[config.mk]
export PLATFORM = sky130hd
export DESIGN_NAME = orient_sched_ctrl_flat
export DESIGN_NICKNAME = d
export VERILOG_FILES = /design/src/rtl/orient_sched_ctrl_if.sv /design/src/rtl/orient_sched_ctrl.sv /design/src/flat_wrapper.sv
export SDC_FILE = /design/constraint.sdc
export NUM_CORES = 1
export LEC_CHECK = 0
export BUFFER_PORTS_ARGS = -buffer_cell sky130_fd_sc_hd__buf_2
export CORE_AREA = 4 4 74 76
export CTS_BUF_LIST = sky130_fd_sc_hd__clkbuf_16
export CTS_CLUSTER_DIAMETER = 30
export CTS_CLUSTER_SIZE = 16
export DETAILED_ROUTE_END_ITERATION = 16
export DIE_AREA = 0 0 78 80
export GPL_TIMING_DRIVEN = 1
export PLACE_DENSITY = 0.65
export SLEW_MARGIN = 30
export SYNTH_ARGS = -nofsm -noshare
export SYNTH_HDL_FRONTEND = slang
export SYNTH_SLANG_ARGS = --single-unit
export TNS_END_PERCENT = 1
[constraint.sdc]
create_clock -name clk -period 3.1 [get_ports clk]
set_input_delay 0.31 -clock clk [delete_from_list [all_inputs] [get_ports clk]]
set_output_delay 0.31 -clock clk [all_outputs]
set_load 0.01 [all_outputs]
[src/rtl/orient_sched_ctrl_if.sv]
// Orientation scheduler bus: start request in, per-unit issue/writeback strobes and run status out.
// No backpressure; the controller drives every output and samples start only while idle.
interface orient_sched_ctrl_if;
  logic        start;
  logic        busy;
  logic [3:0]  step;
  logic [6:0]  fu_en;
  logic [13:0] fu_axis;
  logic        add_mode;
  logic [6:0]  fu_wb;
  logic        done;
  logic [7:0]  run_cycles;

  modport master (
    input  start,
    output busy, step, fu_en, fu_axis, add_mode, fu_wb, done, run_cycles
  );

  modport slave (
    output start,
    input  busy, step, fu_en, fu_axis, add_mode, fu_wb, done, run_cycles
  );
endinterface

[src/rtl/orient_sched_ctrl.sv]
// 12-step orientation schedule sequencer; each step dwells for its slowest unit, start is ignored unless idle.
// ORIENT_SCHED_ABORT_EN adds an abort input that cancels a run without done or run_cycles update.
module orient_sched_ctrl #(
  parameter int ADD_LAT  = 1,
  parameter int DIV_LAT  = 3,
  parameter int SQ_LAT   = 2,
  parameter int SQRT_LAT = 4,
  parameter int MUL_LAT  = 2,
  parameter int ATAN_LAT = 4
) (
  input  logic clk,
  input  logic rst,
`ifdef ORIENT_SCHED_ABORT_EN
  input  logic abort,
`endif
  orient_sched_ctrl_if.master bus
);

  localparam logic [1:0] S_IDLE  = 2'd0;
  localparam logic [1:0] S_ISSUE = 2'd1;
  localparam logic [1:0] S_WAIT  = 2'd2;
  localparam logic [1:0] S_DONE  = 2'd3;

  localparam logic [1:0] AX_X = 2'd0;
  localparam logic [1:0] AX_Y = 2'd1;
  localparam logic [1:0] AX_Z = 2'd2;

  // Index matches fu_en bit order: add0, add1, div, sq, sqrt, mul, atan.
  localparam logic [6:0][3:0] LAT = {4'(ATAN_LAT), 4'(MUL_LAT), 4'(SQRT_LAT), 4'(SQ_LAT),
                                     4'(DIV_LAT), 4'(ADD_LAT), 4'(ADD_LAT)};

  logic [1:0]  state;
  logic [3:0]  step_q;
  logic [3:0]  dwell;
  logic [7:0]  cyc_cnt;
  logic [7:0]  run_q;

  logic [6:0]  rom_en;
  logic [13:0] rom_axis;
  logic [3:0]  lmax;
  logic [3:0]  elapsed;
  logic [6:0]  wb;
  logic        active;
  logic        step_done;
  logic        abort_hit;
  logic [7:0]  cyc_inc;

  always_comb begin
    rom_en   = '0;
    rom_axis = '0;
    case (step_q)
      4'd0:  begin rom_en = 7'b0000011; rom_axis[1:0] = AX_X; rom_axis[3:2] = AX_Y; end
      4'd1:  begin rom_en = 7'b0000101; rom_axis[1:0] = AX_Z; rom_axis[5:4] = AX_X; end
      4'd2:  begin rom_en = 7'b0000100; rom_axis[5:4] = AX_Y; end
      4'd3:  begin rom_en = 7'b0001100; rom_axis[5:4] = AX_Z; rom_axis[7:6] = AX_X; end
      4'd4:  begin rom_en = 7'b0001000; rom_axis[7:6] = AX_Y; end
      4'd5:  begin rom_en = 7'b0001000; rom_axis[7:6] = AX_Z; end
      4'd6:  begin rom_en = 7'b0000011; rom_axis[1:0] = AX_X; rom_axis[3:2] = AX_Y; end
      4'd7:  begin rom_en = 7'b0010001; rom_axis[1:0] = AX_Z; rom_axis[9:8] = AX_X; end
      4'd8:  begin rom_en = 7'b0110000; rom_axis[9:8] = AX_Y; rom_axis[11:10] = AX_X; end
      4'd9:  begin
        rom_en = 7'b1110000;
        rom_axis[9:8] = AX_Z; rom_axis[11:10] = AX_Y; rom_axis[13:12] = AX_X;
      end
      4'd10: begin rom_en = 7'b1100000; rom_axis[11:10] = AX_Z; rom_axis[13:12] = AX_Y; end
      4'd11: begin rom_en = 7'b1000000; rom_axis[13:12] = AX_Z; end
      default: begin rom_en = '0; rom_axis = '0; end
    endcase
  end

  always_comb begin
    lmax = 4'd1;
    for (int u = 0; u < 7; u++) begin
      if (rom_en[u] && (LAT[u] > lmax)) lmax = LAT[u];
    end
  end

  assign active  = (state == S_ISSUE) || (state == S_WAIT);
  // Cycles since this step issued; the dwell counter counts down from lmax-1.
  assign elapsed = (state == S_WAIT) ? (lmax - dwell) : 4'd0;

  always_comb begin
    wb = '0;
    for (int u = 0; u < 7; u++) begin
      wb[u] = active && rom_en[u] && (elapsed == (LAT[u] - 4'd1));
    end
  end

  assign step_done = ((state == S_ISSUE) && (lmax == 4'd1)) ||
                     ((state == S_WAIT) && (dwell == 4'd1));
  assign cyc_inc   = (cyc_cnt == 8'hFF) ? 8'hFF : (cyc_cnt + 8'd1);

`ifdef ORIENT_SCHED_ABORT_EN
  assign abort_hit = abort && active;
`else
  assign abort_hit = 1'b0;
`endif

  always_ff @(posedge clk) begin
    if (rst) begin
      state   <= S_IDLE;
      step_q  <= 4'd0;
      dwell   <= 4'd0;
      cyc_cnt <= 8'd0;
      run_q   <= 8'd0;
    end else begin
      case (state)
        S_IDLE: begin
          if (bus.start) begin
            state   <= S_ISSUE;
            step_q  <= 4'd0;
            cyc_cnt <= 8'd0;
          end
        end
        S_ISSUE, S_WAIT: begin
          cyc_cnt <= cyc_inc;
          dwell   <= (state == S_ISSUE) ? (lmax - 4'd1) : (dwell - 4'd1);
          if (abort_hit) begin
            state  <= S_IDLE;
            step_q <= 4'd0;
          end else if (step_done) begin
            if (step_q == 4'd11) begin
              state  <= S_DONE;
              step_q <= 4'd0;
              run_q  <= cyc_inc;
            end else begin
              state  <= S_ISSUE;
              step_q <= step_q + 4'd1;
            end
          end else begin
            state <= S_WAIT;
          end
        end
        S_DONE:  state <= S_IDLE;
        default: state <= S_IDLE;
      endcase
    end
  end

  assign bus.busy       = active;
  assign bus.step       = step_q;
  assign bus.fu_en      = (state == S_ISSUE) ? rom_en : 7'd0;
  assign bus.fu_axis    = active ? rom_axis : 14'd0;
  assign bus.add_mode   = active && ((step_q == 4'd6) || (step_q == 4'd7));
  assign bus.fu_wb      = wb;
  assign bus.done       = (state == S_DONE);
  assign bus.run_cycles = run_q;

endmodule

[src/flat_wrapper.sv]
// flat-port wrapper written by rule: the top's interface ports become plain ports
module orient_sched_ctrl_flat 
#(
  parameter int ADD_LAT  = 1,
  parameter int DIV_LAT  = 3,
  parameter int SQ_LAT   = 2,
  parameter int SQRT_LAT = 4,
  parameter int MUL_LAT  = 2,
  parameter int ATAN_LAT = 4
)
  (clk, rst, bus_start, bus_busy, bus_step, bus_fu_en, bus_fu_axis, bus_add_mode, bus_fu_wb, bus_done, bus_run_cycles);
  orient_sched_ctrl_if bus_i ();
  input  logic clk;
  input  logic rst;
  input wire logic [$bits(bus_i.start)-1:0] bus_start;
  output wire logic [$bits(bus_i.busy)-1:0] bus_busy;
  output wire logic [$bits(bus_i.step)-1:0] bus_step;
  output wire logic [$bits(bus_i.fu_en)-1:0] bus_fu_en;
  output wire logic [$bits(bus_i.fu_axis)-1:0] bus_fu_axis;
  output wire logic [$bits(bus_i.add_mode)-1:0] bus_add_mode;
  output wire logic [$bits(bus_i.fu_wb)-1:0] bus_fu_wb;
  output wire logic [$bits(bus_i.done)-1:0] bus_done;
  output wire logic [$bits(bus_i.run_cycles)-1:0] bus_run_cycles;
  assign bus_i.start = bus_start;
  assign bus_busy = bus_i.busy;
  assign bus_step = bus_i.step;
  assign bus_fu_en = bus_i.fu_en;
  assign bus_fu_axis = bus_i.fu_axis;
  assign bus_add_mode = bus_i.add_mode;
  assign bus_fu_wb = bus_i.fu_wb;
  assign bus_done = bus_i.done;
  assign bus_run_cycles = bus_i.run_cycles;
  orient_sched_ctrl #(.ADD_LAT(ADD_LAT), .DIV_LAT(DIV_LAT), .SQ_LAT(SQ_LAT), .SQRT_LAT(SQRT_LAT), .MUL_LAT(MUL_LAT), .ATAN_LAT(ATAN_LAT)) u_core (.clk(clk), .rst(rst), .bus(bus_i));
endmodule
==> results.py, run 1 <==
metrics = {
    "status": {
        "status": "finished with violations",
        "failed_checks": "setup timing",
    },
    "clock_tree": {
        "cts_setup_buffers": 0,
        "cts_buffer_depth": 2,
        "cts_tree": "yes",
        "path_clk_slew_ps": 60,
        "htreeDepth": 1,
        "cts_root_buf": "clkbuf_16",
        "cts_buffers": 3,
        "clkSinkCount": 26,
        "clk_latency_ps": 260,
    },
    "timing": {
        "timing.hold.ws_ps": 467,
        "worstMarginPinSlew_ps": 612,
        "period_minus_slack_ps": 3440,
        "clock.fmax_ghz": 0.291,
        "finalCritPeriodShare": 1.11,
        "report.final.hold_viol_count": 0,
        "clock_skew_ps": 4.24,
        "fin_ws_ps": -338,
        "setup_viol": 7,
        "maxSlewViolCount": 0,
        "slew_headroom": 0.581,
        "fin_setup_tns_ps": -2030,
        "grt_setup_unrepaired": "yes",
    },
    "drt": {
        "first_pass_iters": 4,
        "wire_per_inst_um": 13.2,
        "vias": 1943,
        "wl_um": 4870,
        "drt-initial-drc-count": 93,
        "vias_per_cell": 5.28,
        "drc_errors": 0,
        "ant_nets": 0,
    },
    "global_routing": {
        "grt.total_usage": 0.166,
        "antenna_found_initial": 0,
        "grt_max_degree": 29,
        "grt_pass1_vias": 1784,
        "overflow": 0,
        "grt_pass1_wl_um": 8530,
    },
    "logic_synthesis": {
        "syn_area_um2": 1960,
        "ys_ff_latch": 26,
        "synth.most_common_cell": "nor2_1",
        "syn_inst": 249,
        "ys.warnings.count": 0,
        "synth_top_area_frac": 0.266,
        "postSynthAreaPerCell_um2": 7.85,
        "synth.area.top_cells": "dfxtp_1 27%, ha_1 10%, nor2_1 6.5%",
        "yosysSeqAreaShare": 0.266,
        "netlist_top_cells_count": "34 x nor2_1, 26 x dfxtp_1, 16 x ha_1, 16 x nand2_1, 14 x o21ai_0",
        "synth_async_sr_flop_share": 0,
        "synth_edf_count": 0,
        "synth_top_cell_by_area": "dfxtp_1",
        "ys_dominant_reg_cell": "dfxtp_1",
        "ys_types": 51,
    },
    "cells_and_area": {
        "area_delta_synth_final_pct": 30.6,
        "final_net_count": 322,
        "antenna_cells": 0,
        "post-route-util": 0.541,
        "drive_gt1_frac": 0.302,
        "fillers": 479,
    },
    "critical_path": {
        "cp_max_fo": 6,
        "crit_required_ps": 2790,
        "crit_path_end_kind": "output port",
        "critPathKind": "reg2out",
        "critPathLaunchType": "flip-flop",
        "cp.arrival_ps": 3130,
    },
    "die": {
        "start_util": 0.414,
        "ios": 46,
        "dieArea_um2": 6240,
        "die_w_um": 78,
        "die_h_um": 80,
        "coreArea_um2": 4720,
        "rows": 25,
    },
    "power_and_ir_drop": {
        "powerDensity_nw_per_um2": 656,
        "irDropWorstVdd_mv": 0.322,
        "p_leak_nw": 1.11,
    },
    "run": {
        "max_cap_violations": 0,
    },
    "placed_design": {
        "globalplace.congestion": 0.893,
        "place.port_buffers": 43,
        "place_hpwl_um": 3900,
    },
    "hold_path": {
        "worstHoldPathType": "reg2reg",
    },
}
## state kept, by name, indices dropped and copies added (netlist names)
signal	cells
u_core.bus.run_cycles	8
u_core.bus.step	4
u_core.cyc_cnt	8
u_core.dwell	4
u_core.state	2
## final timing paths
path | cells after the start | endpoint | from | slack [ps]
setup reg to reg | 10 | u_core.bus.run_cycles[6] | u_core.bus.step[0] | 660
hold reg to reg | 2 | u_core.bus.run_cycles[6] | u_core.bus.run_cycles[6] | 470
setup / recovery | 11 | bus_fu_wb[4] | u_core.bus.step[0] | -340
hold / removal | 2 | u_core.bus.run_cycles[6] | u_core.bus.run_cycles[6] | 470
## worst max-delay path: stages, from the launching register on
cell and delay [ps]:
dfxtp_4 400, inv_1 100, ha_2 230, or2_2 310, a21oi_2 140, inv_1 70
ha_1 220, fa_1 380, xnor2_1 170, or4_4 520, a211oi_4 170, buf_2 160
## layer usage
layer,share of wire,GRT usage,vias to the layer above
met1,0.48,0.225,903
met3,0.043,0.0361,4
met2,0.47,0.270,36
met4,0.0080,0.0350,0
met5,0,0,-
li1,-,-,1000
## final cells by class
| cell class | count | area (µm²) | share of cell area |
|---|---|---|---|
| Tap cell | 67 | 83.8 | 0.0328 |
| Inverter | 11 | 41.3 | 0.0162 |
| Multi-Input combinational cell | 198 | 1470 | 0.573 |
| Clock inverter | 1 | 3.75 | 0.00147 |
| Timing Repair Buffer | 62 | 358 | 0.140 |
| Sequential cell | 26 | 528 | 0.207 |
| Clock buffer | 3 | 75.1 | 0.0294 |
## repair_timing
action | in CTS | in global routing
resized for setup | 1 | 0
hold buffers | 0 | 0
pin swaps | 2 | 0
setup endpoints to repair | 7 | 7
cloned | 0 | 0
## power breakdown
group	total, mW	switching (mW)	internal, mW
Combinational	0.956	0.576	0.380
Clock	0.281	0.109	0.172
Sequential	0.439	0.0575	0.382
## stage by stage
step                      cell area (µm²)  setup slack, ps  instances  total power [mW]
final                                2550             -338        368              1.68
after global routing                 2550             -511        368              1.83
after floorplan                      2110            -10.6        250              1.14
after CTS                            2550             -367        368              1.69
after detailed placement             2470             -148        364              1.39
after global placement               2470             1.64        364              1.38
## cells in the final DEF (no fill, tap or decap), drive strengths merged, types with 3 or more instances in the layout
cell / netlist / final
a211oi: 4 / 4
a21oi: 12 / 12
a22oi: 4 / 4
a311oi: 3 / 3
and2: 3 / 3
and3: 11 / 11
buf: 6 / 62
clkbuf: 9 / 3
dfxtp: 26 / 26
ha: 16 / 16
inv: 11 / 12
mux2i: 7 / 7
nand2: 16 / 16
nand2b: 9 / 9
nand3: 4 / 4
nor2: 34 / 34
nor2b: 6 / 6
nor3: 7 / 7
nor4: 5 / 5
o21a: 3 / 3
o21ai: 14 / 14
o31ai: 3 / 3
o41ai: 3 / 3
xnor2: 4 / 4
## kinds of logic (layout without fill, tap and decap cells)
group / Yosys count / count (layout) / synth area share
AOI/OAI and AO/OA: 62 / 62 / 0.214
buffers and inverters: 26 / 77 / 0.0633
other: 1 / 2 / 0.00192
muxes: 9 / 9 / 0.0473
and+or+nand+nor: 104 / 104 / 0.277
adders and majority gates: 17 / 17 / 0.113
DFF: 26 / 26 / 0.266
xor gates and xnor gates: 4 / 4 / 0.0179
(Power assumes the default switching activity.)
==> inputs of run 2 (changes only) <==
CORE_AREA = 4 4 68 70   (was 4 4 74 76)
DIE_AREA = 0 0 72 74   (was 0 0 78 80)
PLACE_DENSITY = 0.73   (was 0.65)
clock period = 3.5 ns   (was 3.1 ns; I/O delays follow)
==> run 2 against run 1 <==
The flow still finishes with violations (setup timing). Clock power up 20%. Critical path depth rose by 2. Sequential share of layout area fell by 1.9 points. Largest cell class unchanged. Utilization rose by 17 points. Flip-flop and latch count unchanged. Combinational power shrank 2%. Non-clock buffer count is 21 higher. Cell count is 1.1% higher. Via count up 11%. Critical endpoint is now bus_fu_wb[2]. Critical path type unchanged. Sequential power down 12%.
==> results.py, run 2 (same netlist as run 1, synthesis figures left out) <==
metrics = {
    "critical_path": {
        "crit_required_ps": 3150,
        "critPathKind": "reg2out",
        "cp.buffers_inverters": 4,
        "cp_top_family": "simple AND/OR/NAND/NOR gates",
        "crit_path_cell_trace": "inv_4 -> ha_4 -> nor4_4 -> o21ai_2 -> a21oi_4 -> inv_2 -> ha_2 -> fa_1 -> xnor2_1 -> or4_4 -> buf_4 -> nor4_4 -> buf_2",
        "cp.arrival_ps": 3210,
        "critPathLaunchType": "flip-flop",
        "cp_slowest_cell": "or4_4",
        "crit_path_frequent_cell": "nor4_4",
        "startpoint": "u_core.bus.step[0]",
        "slowest_delay_ps": 480,
        "crit_path_end_kind": "output port",
        "timing.rr.start": "u_core.bus.step[1]",
        "cp_max_fo": 5,
    },
    "die": {
        "rows": 23,
        "start_util": 0.492,
        "die_h_um": 74,
        "die_w_um": 72,
        "coreArea_um2": 3970,
        "ios": 46,
        "dieArea_um2": 5330,
    },
    "timing": {
        "maxSlewViolCount": 0,
        "setup_viol": 7,
        "slew_headroom": 0.556,
        "timing.hold.ws_ps": 481,
        "period_minus_slack_ps": 3560,
        "fin_ws_ps": -64.4,
        "report.final.hold_viol_count": 0,
        "clock.fmax_ghz": 0.281,
        "finalCritPeriodShare": 1.02,
        "clock_skew_ps": 2.63,
        "worstMarginPinSlew_ps": 661,
        "grt_setup_unrepaired": "yes",
    },
    "global_routing": {
        "grt.total_usage": 0.203,
        "grt_max_degree": 29,
        "grt_pass1_wl_um": 8790,
        "grt_pass1_vias": 1919,
        "antenna_found_initial": 0,
        "overflow": 0,
    },
    "placed_design": {
        "globalplace.congestion": 0.821,
        "place_hpwl_um": 3810,
        "place.port_buffers": 43,
        "place_area_um2": 2350,
    },
    "cells_and_area": {
        "most-common-layout-cells": "43 x buf_2, 38 x buf_4, 33 x nor2_1",
        "fillers": 300,
        "antenna_cells": 0,
        "final_area_um2": 2820,
        "area_delta_synth_final_pct": 44.2,
        "final_net_count": 343,
        "drive_gt1_frac": 0.388,
        "final_common_cell": "buf_2",
    },
    "drt": {
        "wl_um": 6130,
        "vias": 2148,
        "vias_per_cell": 5.77,
        "wire_per_inst_um": 16.5,
        "first_pass_iters": 5,
        "ant_nets": 0,
        "drc_errors": 0,
        "drt-initial-drc-count": 155,
    },
    "power_and_ir_drop": {
        "p_leak_nw": 1.23,
        "powerDensity_nw_per_um2": 589,
        "p_total_mw": 1.66,
        "irDropWorstVdd_mv": 0.456,
    },
    "clock_tree": {
        "clk_latency_ps": 260,
        "cts_buffers": 3,
        "cts_root_buf": "clkbuf_16",
        "htreeDepth": 1,
        "cts_tree": "yes",
        "path_clk_slew_ps": 70,
        "cts_buffer_depth": 2,
        "clkSinkCount": 26,
    },
    "hold_path": {
        "hold_start": "bus_start",
        "worstHoldPathType": "in2reg",
    },
    "run": {
        "max_cap_violations": 0,
    },
    "status": {
        "status": "finished with violations",
        "failed_checks": "setup timing",
    },
}
-- run 2: cell count changes in the layout (fill, tap and decap cells not counted), sizes merged --
| cell | before | now |
|---|---|---|
| inv | 12 | 11 |
| buf | 62 | 83 |
| bufinv | 0 | 1 |
-- run 2: per-layer routing --
layer	up-vias	global-route usage	part of all wire
met1	1032	0.253	0.42
li1	1042	-	-
met4	0	0.0585	0.015
met5	-	0	0
met3	9	0.0297	0.050
met2	65	0.365	0.52
-- run 2: worst paths after layout --
path / to / slack (ps) / depth (start not counted)
hold reg to reg: u_core.bus.run_cycles[6] / 480 / 2
hold / removal: u_core.state[0] / 480 / 3
setup reg to reg: u_core.bus.step[1] / -20 / 21
setup / recovery: bus_fu_wb[2] / -60 / 13
-- run 2: power by group --
part / internal (mW) / switching (mW) / leakage [nW] / total (mW)
sequential: 0.338 / 0.0499 / 0.213 / 0.388
combinational: 0.370 / 0.567 / 0.967 / 0.937
clock: 0.228 / 0.108 / 0.0511 / 0.336
-- run 2: through the flow --
stage / std cells / setup WS, ps / setup TNS [ps] / util
2_1_floorplan: 250 / 3.51 / 0 / -
3_3_place_gp: 344 / 47.7 / 0 / 0.593
3_5_place_dp: 344 / -79.1 / -348 / 0.593
4_1_cts: 361 / -39.5 / -193 / 0.652
5_1_grt: 372 / -177 / -1170 / 0.710
6_report: 372 / -64.4 / -217 / 0.710
-- run 2: final cells by class --
| type | count | area, µm² | share of cell area |
|---|---|---|---|
| clock buffer | 3 | 75.1 | 0.0266 |
| clock inverter | 1 | 30.0 | 0.0106 |
| tap | 50 | 62.6 | 0.0222 |
| multi-input combinational | 198 | 1550 | 0.549 |
| timing repair buffer | 83 | 527 | 0.187 |
| sequential | 26 | 529 | 0.188 |
| inverter | 11 | 48.8 | 0.0173 |
-- run 2: timing repair --
action,CTS,global route
resized for setup,11,31
hold buffers,0,0
buffers inserted,13,11
pin swaps,12,10
setup endpoints to repair,7,20
-- run 2: worst min-delay path, stage by stage --
cell and delay, ps:
buf_2 90, nand2b_1 180, o31ai_1 80
